[src/rtl/fp_add_feeder.sv]
// Sequencer for the single-port FP32 adder: serialises operand pairs into the adder's
// ready windows and returns only the results of operations it committed.
module fp_add_feeder #(
  parameter int TIMEOUT_CYCLES = 512,
  parameter int CNT_W          = 16
) (
  input  logic             clock,
  input  logic             nreset,
  input  logic             in_valid,
  output logic             in_ready,
  input  logic [31:0]      in_a,
  input  logic [31:0]      in_b,
  output logic             out_valid,
  input  logic             out_ready,
  output logic [31:0]      out_sum,
  output logic [31:0]      add_a,
  input  logic             add_ready,
  input  logic [31:0]      add_sum,
  output logic             busy,
  output logic             timeout_err,
  output logic [CNT_W-1:0] op_count
);

  localparam logic [1:0] IDLE      = 2'd0;
  localparam logic [1:0] DRV_A     = 2'd1;
  localparam logic [1:0] DRV_B     = 2'd2;
  localparam logic [1:0] WAIT_DONE = 2'd3;

  localparam int             TMO_W    = $clog2(TIMEOUT_CYCLES + 1);
  localparam logic [TMO_W-1:0] TMO_LAST = TMO_W'(TIMEOUT_CYCLES - 1);

  logic [1:0]       state;
  logic             pend_valid;
  logic             in_flight;
  logic             rdy_q;
  logic [31:0]      pend_a;
  logic [31:0]      pend_b;
  logic [31:0]      op_a;
  logic [31:0]      op_b;
  logic [TMO_W-1:0] tmo_cnt;
  logic             rise;
  logic             slot_free;
  logic             commit;
  logic             done;
  logic             expire;

  // A window starts on the first cycle of add_ready; rdy_q resets high so a window
  // already open at reset release is never mistaken for a fresh one.
  assign rise      = add_ready & ~rdy_q;
  assign slot_free = ~out_valid | out_ready;
  assign commit    = (state == IDLE) & rise & pend_valid & slot_free & ~in_flight;
  assign done      = (state == WAIT_DONE) & rise;
  assign expire    = (state == WAIT_DONE) & ~rise & (tmo_cnt == TMO_LAST);
  assign in_ready  = ~pend_valid;
  assign busy      = pend_valid | (state != IDLE);

  // Operand A is driven combinationally in the commit cycle so it covers both ready cycles.
  always_comb begin
    add_a = '0;
    case (state)
      IDLE:    if (commit) add_a = pend_a;
      DRV_A:   add_a = op_a;
      DRV_B:   add_a = op_b;
      default: add_a = '0;
    endcase
  end

  always_ff @(posedge clock or negedge nreset) begin
    if (!nreset) rdy_q <= 1'b1;
    else         rdy_q <= add_ready;
  end

  // Holding register frees up as soon as its pair is committed.
  always_ff @(posedge clock or negedge nreset) begin
    if (!nreset) begin
      pend_valid <= 1'b0;
      pend_a     <= '0;
      pend_b     <= '0;
    end else if (commit) begin
      pend_valid <= 1'b0;
    end else if (in_valid && in_ready) begin
      pend_valid <= 1'b1;
      pend_a     <= in_a;
      pend_b     <= in_b;
    end
  end

  always_ff @(posedge clock or negedge nreset) begin
    if (!nreset) begin
      state     <= IDLE;
      in_flight <= 1'b0;
      op_a      <= '0;
      op_b      <= '0;
      tmo_cnt   <= '0;
    end else begin
      case (state)
        IDLE: begin
          if (commit) begin
            state <= DRV_A;
            op_a  <= pend_a;
            op_b  <= pend_b;
          end
        end
        DRV_A: state <= DRV_B;
        DRV_B: begin
          state     <= WAIT_DONE;
          in_flight <= 1'b1;
          tmo_cnt   <= '0;
        end
        WAIT_DONE: begin
          if (done || expire) begin
            state     <= IDLE;
            in_flight <= 1'b0;
          end else begin
            tmo_cnt <= tmo_cnt + TMO_W'(1);
          end
        end
        default: state <= IDLE;
      endcase
    end
  end

  // Results of uncommitted operations never reach here because done needs WAIT_DONE.
  always_ff @(posedge clock or negedge nreset) begin
    if (!nreset) begin
      out_valid   <= 1'b0;
      out_sum     <= '0;
      op_count    <= '0;
      timeout_err <= 1'b0;
    end else begin
      if (done) begin
        out_valid <= 1'b1;
        out_sum   <= add_sum;
        op_count  <= op_count + CNT_W'(1);
      end else if (out_ready) begin
        out_valid <= 1'b0;
      end
      if (expire) timeout_err <= 1'b1;
    end
  end

endmodule

[config.mk]
export PLATFORM = sky130hd
export DESIGN_NAME = fp_add_feeder
export DESIGN_NICKNAME = d
export VERILOG_FILES = /design/src/rtl/fp_add_feeder.sv
export SDC_FILE = /design/constraint.sdc
export NUM_CORES = 1
export LEC_CHECK = 0
export BUFFER_PORTS_ARGS = -buffer_cell sky130_fd_sc_hd__clkbuf_2
export CAP_MARGIN = 5
export CORE_MARGIN = 1
export CORE_UTILIZATION = 45
export CTS_CLUSTER_DIAMETER = 80
export DETAILED_ROUTE_END_ITERATION = 12
export PLACE_DENSITY = 0.68
export SKIP_CTS_REPAIR_TIMING = 1
export SLEW_MARGIN = 10
export SYNTH_ARGS = -nofsm -noshare
export SYNTH_HDL_FRONTEND = slang
export SYNTH_SLANG_ARGS = --single-unit
[constraint.sdc]
create_clock -name clock -period 2.3 [get_ports clock]
set_input_delay 0 -clock clock [delete_from_list [all_inputs] [get_ports clock]]
set_output_delay 0 -clock clock [all_outputs]
set_load 0.005 [all_outputs]
==> impl_metrics.yaml, run 1 <==
placement:
  place_congestion: 0.798
  dp.cells: 1031
  pre_cts_slack_ns: 0.247
  post_dp_cell_area_sq_um: 9280
  port_buffers: 184
  hpwl_microns: 12300
route:
  drtAntennaViolNets: 0
  drtIter0Drc: 410
  drc: 0
  detail_route.wl_per_cell_microns: 17.4
  vias: 6304
  wl_microns: 20600
  dr.pass1.iters: 5
  vias_per_cell: 5.32
power:
  max-vdd-ir-drop_mv: 0.574
  p_per_area_nw_per_um2: 1060
  clkPwrFrac_pct: 26.9
  swShare_pct: 31.1
  power.share.combinational_pct: 27.6
  internal_power_w: 0.00815
  leakagePower_nw: 5.55
  pwr-share-seq_pct: 45.6
  p_sw_w: 0.00368
clock_network:
  htreeDepth: 4
  root_buffer: "clkbuf_16"
  clock-sinks: 193
  clk_latency_ns: 0.43
  cts.clk_slew.worst_paths_ns: 0.07
  cts_tree: "done"
  clockBufferDepth: 2
  cts-buffers-inserted: 17
global_routing:
  first_global_vias: 5760
  grt.total_usage_pct: 20.4
  grt_max_degree: 70
  grt_pass1_wl_microns: 29300
  antenna_found_initial: 1
  grt_overflow: 0
setup_path:
  cp.required_ns: 2.30
  max_stage_delay_ns: 0.41
  end_kind: "output port"
  crit_fanout: 16
  crit_arrival_ns: 2.22
  crit_chain: "inv_2 > ha_4 > nand2_4 > nor4_4 > buf_6 > buf_8 > a222oi_1 > nor2_1 > clkbuf_2"
  startpoint_type: "flop"
  critPathSlowestCell: "dfrtp_1"
  path_class: "reg -> out"
logic_synthesis:
  yosysSeqAreaShare_pct: 60.0
  synth.avg_cell_area_sq_um: 12.5
  yosysWarnings: 0
  syn-cell-area_sq_um: 8060
  ys_top_cells_by_count: "dfrtp_1, mux2_2, nand2_1"
  synth_cells: 644
  synth_most_common_cell: "dfrtp_1"
  ys_ff_latch: 193
  syn_nets: 753
  ys_async_sr_fraction_pct: 100
  synth_top_area_share_pct: 59.6
  synthTopCellsByArea: "dfrtp_1, mux2_2, nand2_1"
  synthDistinctLibCells: 39
  yosysTopAreaCell: "dfrtp_1"
  synth-main-ff-cell: "dfrtp_1"
  synth_edf_count: 0
cells_and_area:
  layoutNonFillerInstCount: 1184
  nNetsFinal: 1054
  syn_to_final_growth_pct: 38.6
  final_core_util_pct: 64.1
  layout-drive-gt1-share_pct: 40.1
  final_area_sq_um: 11200
floorplan:
  fp.dieW_microns: 136
  initial_utilization_pct: 46.3
  die_area_sq_um: 18400
  ios: 185
  core_area_sq_um: 17400
  die_h_microns: 136
  rows: 48
sta:
  skew_ns: 0.00849
  layout_setup_ws_ns: 0.0820
  slew_headroom_pct: 61.3
  final.min_clock_period_ns: 2.22
  fin_crit_sh_pct: 96.4
  tns_ns: 0
  timing.fmax_ghz: 0.451
  hold_viol: 0
  worst_pin_slew_ns: 0.580
  setup_viol: 0
  drv_slew: 0
hold_path:
  holdCritPathClass: "in -> async"
flow_run:
  cap_violations: 0
outcome:
  status: "complete, no violations"
power by group through the flow:
stage | sequential [W] | combinational (W) | clock [W]
4_1_cts | 0.00537 | 0.00298 | 0.00324
3_5_place_dp | 0.00543 | 0.00297 | 0
2_1_floorplan | 0.00522 | 0.00184 | 0
6_report | 0.00539 | 0.00326 | 0.00318
5_1_grt | 0.00553 | 0.00358 | 0.00337
3_3_place_gp | 0.00533 | 0.00284 | 0
final timing paths:
| kind | from | endpoint | slack [ns] | cells after the start |
|---|---|---|---|---|
| max | state[1] | add_a[8] | 0.08 | 9 |
| min | nreset | pend_b[14] | 0.11 | 2 |
| max reg2reg | state[1] | op_a[8] | 0.11 | 8 |
| min reg2reg | timeout_err | timeout_err | 0.46 | 1 |
| max in group asynchronous | nreset | pend_a[21] | 1.31 | 3 |
| min in group clock | add_ready | rdy_q | 0.26 | 2 |
through the flow:
stage | hold WS [ns] | power [W]
final | 0.111 | 0.0118
after global routing | 0.164 | 0.0125
after CTS | -0.423 | 0.0116
after detailed placement | 0.0421 | 0.00839
after global placement | 0.0267 | 0.00817
after floorplan | -0.296 | 0.00706
cells in the final DEF, fill, tap and decap left out, drive strengths merged, types with 2 or more instances in the layout:
cell and instances:
clkbuf 203, dfrtp 192, mux2 129, nand2 116
dlygate4sd3 100, nor2 45, buf 35, a222oi 32
inv 12, xnor2 11, nand4 10, ha 8
a21oi 6, nand3 5, o21ai 5, and3 5
nor3 5, xor2 4, bufinv 4, and4 3
clkinvlp 3, or4 2, mux2i 2, a21o 2
a211o 2, nor2b 2, nand2b 2, nor4 2
cells by family after synthesis:
logic type,Yosys count,synth area share [%]
AOI/OAI and AO/OA,52,5.72
DFF,193,60.0
muxes,131,18.3
buffers and inverters,44,2.36
and+or+nand+nor,201,10.8
adders and majority gates,8,1.24
xor gates and xnor gates,15,1.63
final cells by class:
cell class,instances,area (sq um)
Antenna cell,1,2.50
Clock buffer,19,433
Clock inverter,13,200
Fill cell,1304,6250
Inverter,7,28.8
Multi-Input combinational cell,407,3070
Sequential cell,193,4830
Tap cell,225,282
Timing Repair Buffer,319,2310
routing by layer:
metal	GRT usage [%]	wire (microns)	vias up
li1	-	-	2884
met1	25.8	8510	3204
met2	34.6	10900	179
met3	3.33	703	37
met4	8.49	463	0
met5	0	0	-
registers in the layout (all words and copies together) (netlist names):
signal and flops:
op_a 32, rdy_q 1, in_flight 1, timeout_err 1, out_valid 1, pend_valid 1, out_sum 32, op_count 16
pend_b 32, pend_a 32, state 2, tmo_cnt 10, op_b 32
critical path: cells and delay by family (launching register included):
family                   cells  cell delay, ns
flip-flops                   1            0.41
buffers and inverters        4            0.63
AND/OR/NAND/NOR              3            0.48
AO/OA/AOI/OAI                1            0.09
adder cells (fa/ha/maj)      1            0.16
(Power assumes the default switching activity.)
==> inputs of run 2 (changes only) <==
--- a/config.mk
+++ b/config.mk
@@ -8,10 +8,10 @@
 export BUFFER_PORTS_ARGS = -buffer_cell sky130_fd_sc_hd__clkbuf_2
 export CAP_MARGIN = 5
 export CORE_MARGIN = 1
-export CORE_UTILIZATION = 45
+export CORE_UTILIZATION = 50
 export CTS_CLUSTER_DIAMETER = 80
 export DETAILED_ROUTE_END_ITERATION = 12
-export PLACE_DENSITY = 0.68
+export PLACE_DENSITY = 0.75
 export SKIP_CTS_REPAIR_TIMING = 1
 export SLEW_MARGIN = 10
 export SYNTH_ARGS = -nofsm -noshare
==> run 2 against run 1 <==
Against the previous run:
- setup slack worse by 0.048 ns
- critical path depth stayed put
- die area is 9.9% lower
- wire length is 4.9% lower
- non-clock buffer count decreased by 9
- fmax down 2.1%
- critical path type unchanged
- critical endpoint is now add_a[18]
==> impl_metrics.yaml, run 2 (synthesis gave the netlist of run 1 again) <==
clock_network:
  cts_tree: "done"
  clockBufferDepth: 2
  clk_latency_ns: 0.44
  root_buffer: "clkbuf_16"
  cts.clk_slew.worst_paths_ns: 0.07
  cts-buffers-inserted: 17
  htreeDepth: 4
  clock-sinks: 193
global_routing:
  first_global_vias: 5262
  antenna_found_initial: 0
  grt.total_usage_pct: 21.0
  grt_max_degree: 77
  grt_overflow: 0
  grt_pass1_wl_microns: 26800
floorplan:
  rows: 46
  fp.dieW_microns: 129
  die_area_sq_um: 16600
  ios: 185
  die_h_microns: 129
  core_area_sq_um: 15800
  initial_utilization_pct: 50.9
power:
  p_sw_w: 0.00353
  leakagePower_nw: 5.47
  p_per_area_nw_per_um2: 1040
  internal_power_w: 0.00786
  pwr-share-seq_pct: 46.9
  swShare_pct: 31.0
  power.share.combinational_pct: 28.0
  max-vdd-ir-drop_mv: 0.588
  clkPwrFrac_pct: 25.1
cells_and_area:
  final_common_cell: "dfrtp_1"
  fillers: 1136
  syn_to_final_growth_pct: 36.2
  nNetsFinal: 1045
  layoutNonFillerInstCount: 1164
  layout-drive-gt1-share_pct: 39.0
  final_area_sq_um: 11000
  final_cell_mix: "dfrtp_1, clkbuf_2, mux2_2, nand2_1, dlygate4sd3_1"
  final_core_util_pct: 69.3
  antenna_cells: 0
placement:
  hpwl_microns: 11400
  place_congestion: 0.841
  port_buffers: 184
  dp.cells: 1023
  post_dp_cell_area_sq_um: 9270
sta:
  hold_viol: 0
  slew_headroom_pct: 59.1
  fin_hold_ws_ns: 0.123
  drv_slew: 0
  timing.fmax_ghz: 0.441
  tns_ns: 0
  fin_crit_sh_pct: 98.5
  setup_viol: 0
  worst_pin_slew_ns: 0.609
  skew_ns: 0.0210
  final.min_clock_period_ns: 2.27
setup_path:
  startpoint_type: "flop"
  path_class: "reg -> out"
  crit_fanout: 19
  r2r-start: "state[0]"
  regToRegEndpoint: "op_b[11]"
  end_kind: "output port"
  reg2reg_depth: 8
  cp.required_ns: 2.30
  r2r_setup_slack_ns: 0.08
  crit_arrival_ns: 2.27
route:
  drtAntennaViolNets: 0
  drc: 0
  dr.pass1.iters: 5
  vias_per_cell: 5.31
  wl_microns: 19600
  detail_route.wl_per_cell_microns: 16.8
  drtIter0Drc: 487
  vias: 6184
outcome:
  status: "complete, no violations"
flow_run:
  cap_violations: 0
hold_path:
  holdCritPathClass: "in -> async"
## run 2: cell types whose count changed in the layout (fill, tap and decap cells not counted), sizes merged
cell / previous run / this run
clkbuf: 203 / 208
clkinv: 1 / 3
inv: 12 / 8
bufinv: 4 / 1
buf: 35 / 26
diode: 1 / 0
clkinvlp: 3 / 2
## run 2: worst max-delay path, stage by stage, from the launching register on
cell and delay, ns:
dfrtp_1 0.41, inv_2 0.11, ha_4 0.15, nand2_2 0.07
nor4_4 0.30, buf_6 0.19, buf_8 0.21, a222oi_1 0.10
nor2_1 0.15, clkbuf_2 0.13
## run 2: power by group through the flow
stage / Combinational [W] / Clock (W) / Sequential, W
after floorplan: 0.00184 / 0 / 0.00522
after global placement: 0.00284 / 0 / 0.00533
after detailed placement: 0.00293 / 0 / 0.00538
after CTS: 0.00293 / 0.00292 / 0.00532
after global routing: 0.00350 / 0.00305 / 0.00550
final: 0.00319 / 0.00286 / 0.00535
## run 2: worst max path at each step
stage	cells after the start	start	slack [ns]	end
2_1_floorplan	6	state[0]	0.44	state[1]
3_3_place_gp	6	state[0]	0.36	op_b[13]
3_5_place_dp	6	state[0]	0.30	op_a[27]
4_1_cts	8	state[0]	-0.09	add_a[1]
5_1_grt	9	state[0]	-0.06	add_a[18]
6_report	9	state[0]	0.03	add_a[18]
## run 2: layer usage
metal,track usage [%],wire [microns],vias to the layer above,share of wire [%]
met5,0,0,-,0
met4,6.92,290,0,1.5
met3,5.07,779,22,4.0
met2,33.1,9860,172,50
met1,28.7,8670,3125,44
li1,-,-,2865,-
## run 2: layout make-up
| cell class | instances | area (sq um) | area share [%] |
|---|---|---|---|
| well taps | 216 | 270 | 2.46 |
| flip-flops and latches | 193 | 4830 | 44.0 |
| clock inverters | 7 | 76.3 | 0.696 |
| repair buffers | 310 | 2220 | 20.2 |
| clock buffers | 24 | 492 | 4.48 |
| multi-input cells | 407 | 3060 | 27.9 |
| inverters | 7 | 26.3 | 0.239 |
## run 2: metrics by stage
stage | setup slack [ns] | power [W]
floorplan | 0.438 | 0.00706
global placement | 0.362 | 0.00818
detailed placement | 0.299 | 0.00831
CTS | -0.0948 | 0.0112
global route | -0.0583 | 0.0120
finish | 0.0342 | 0.0114
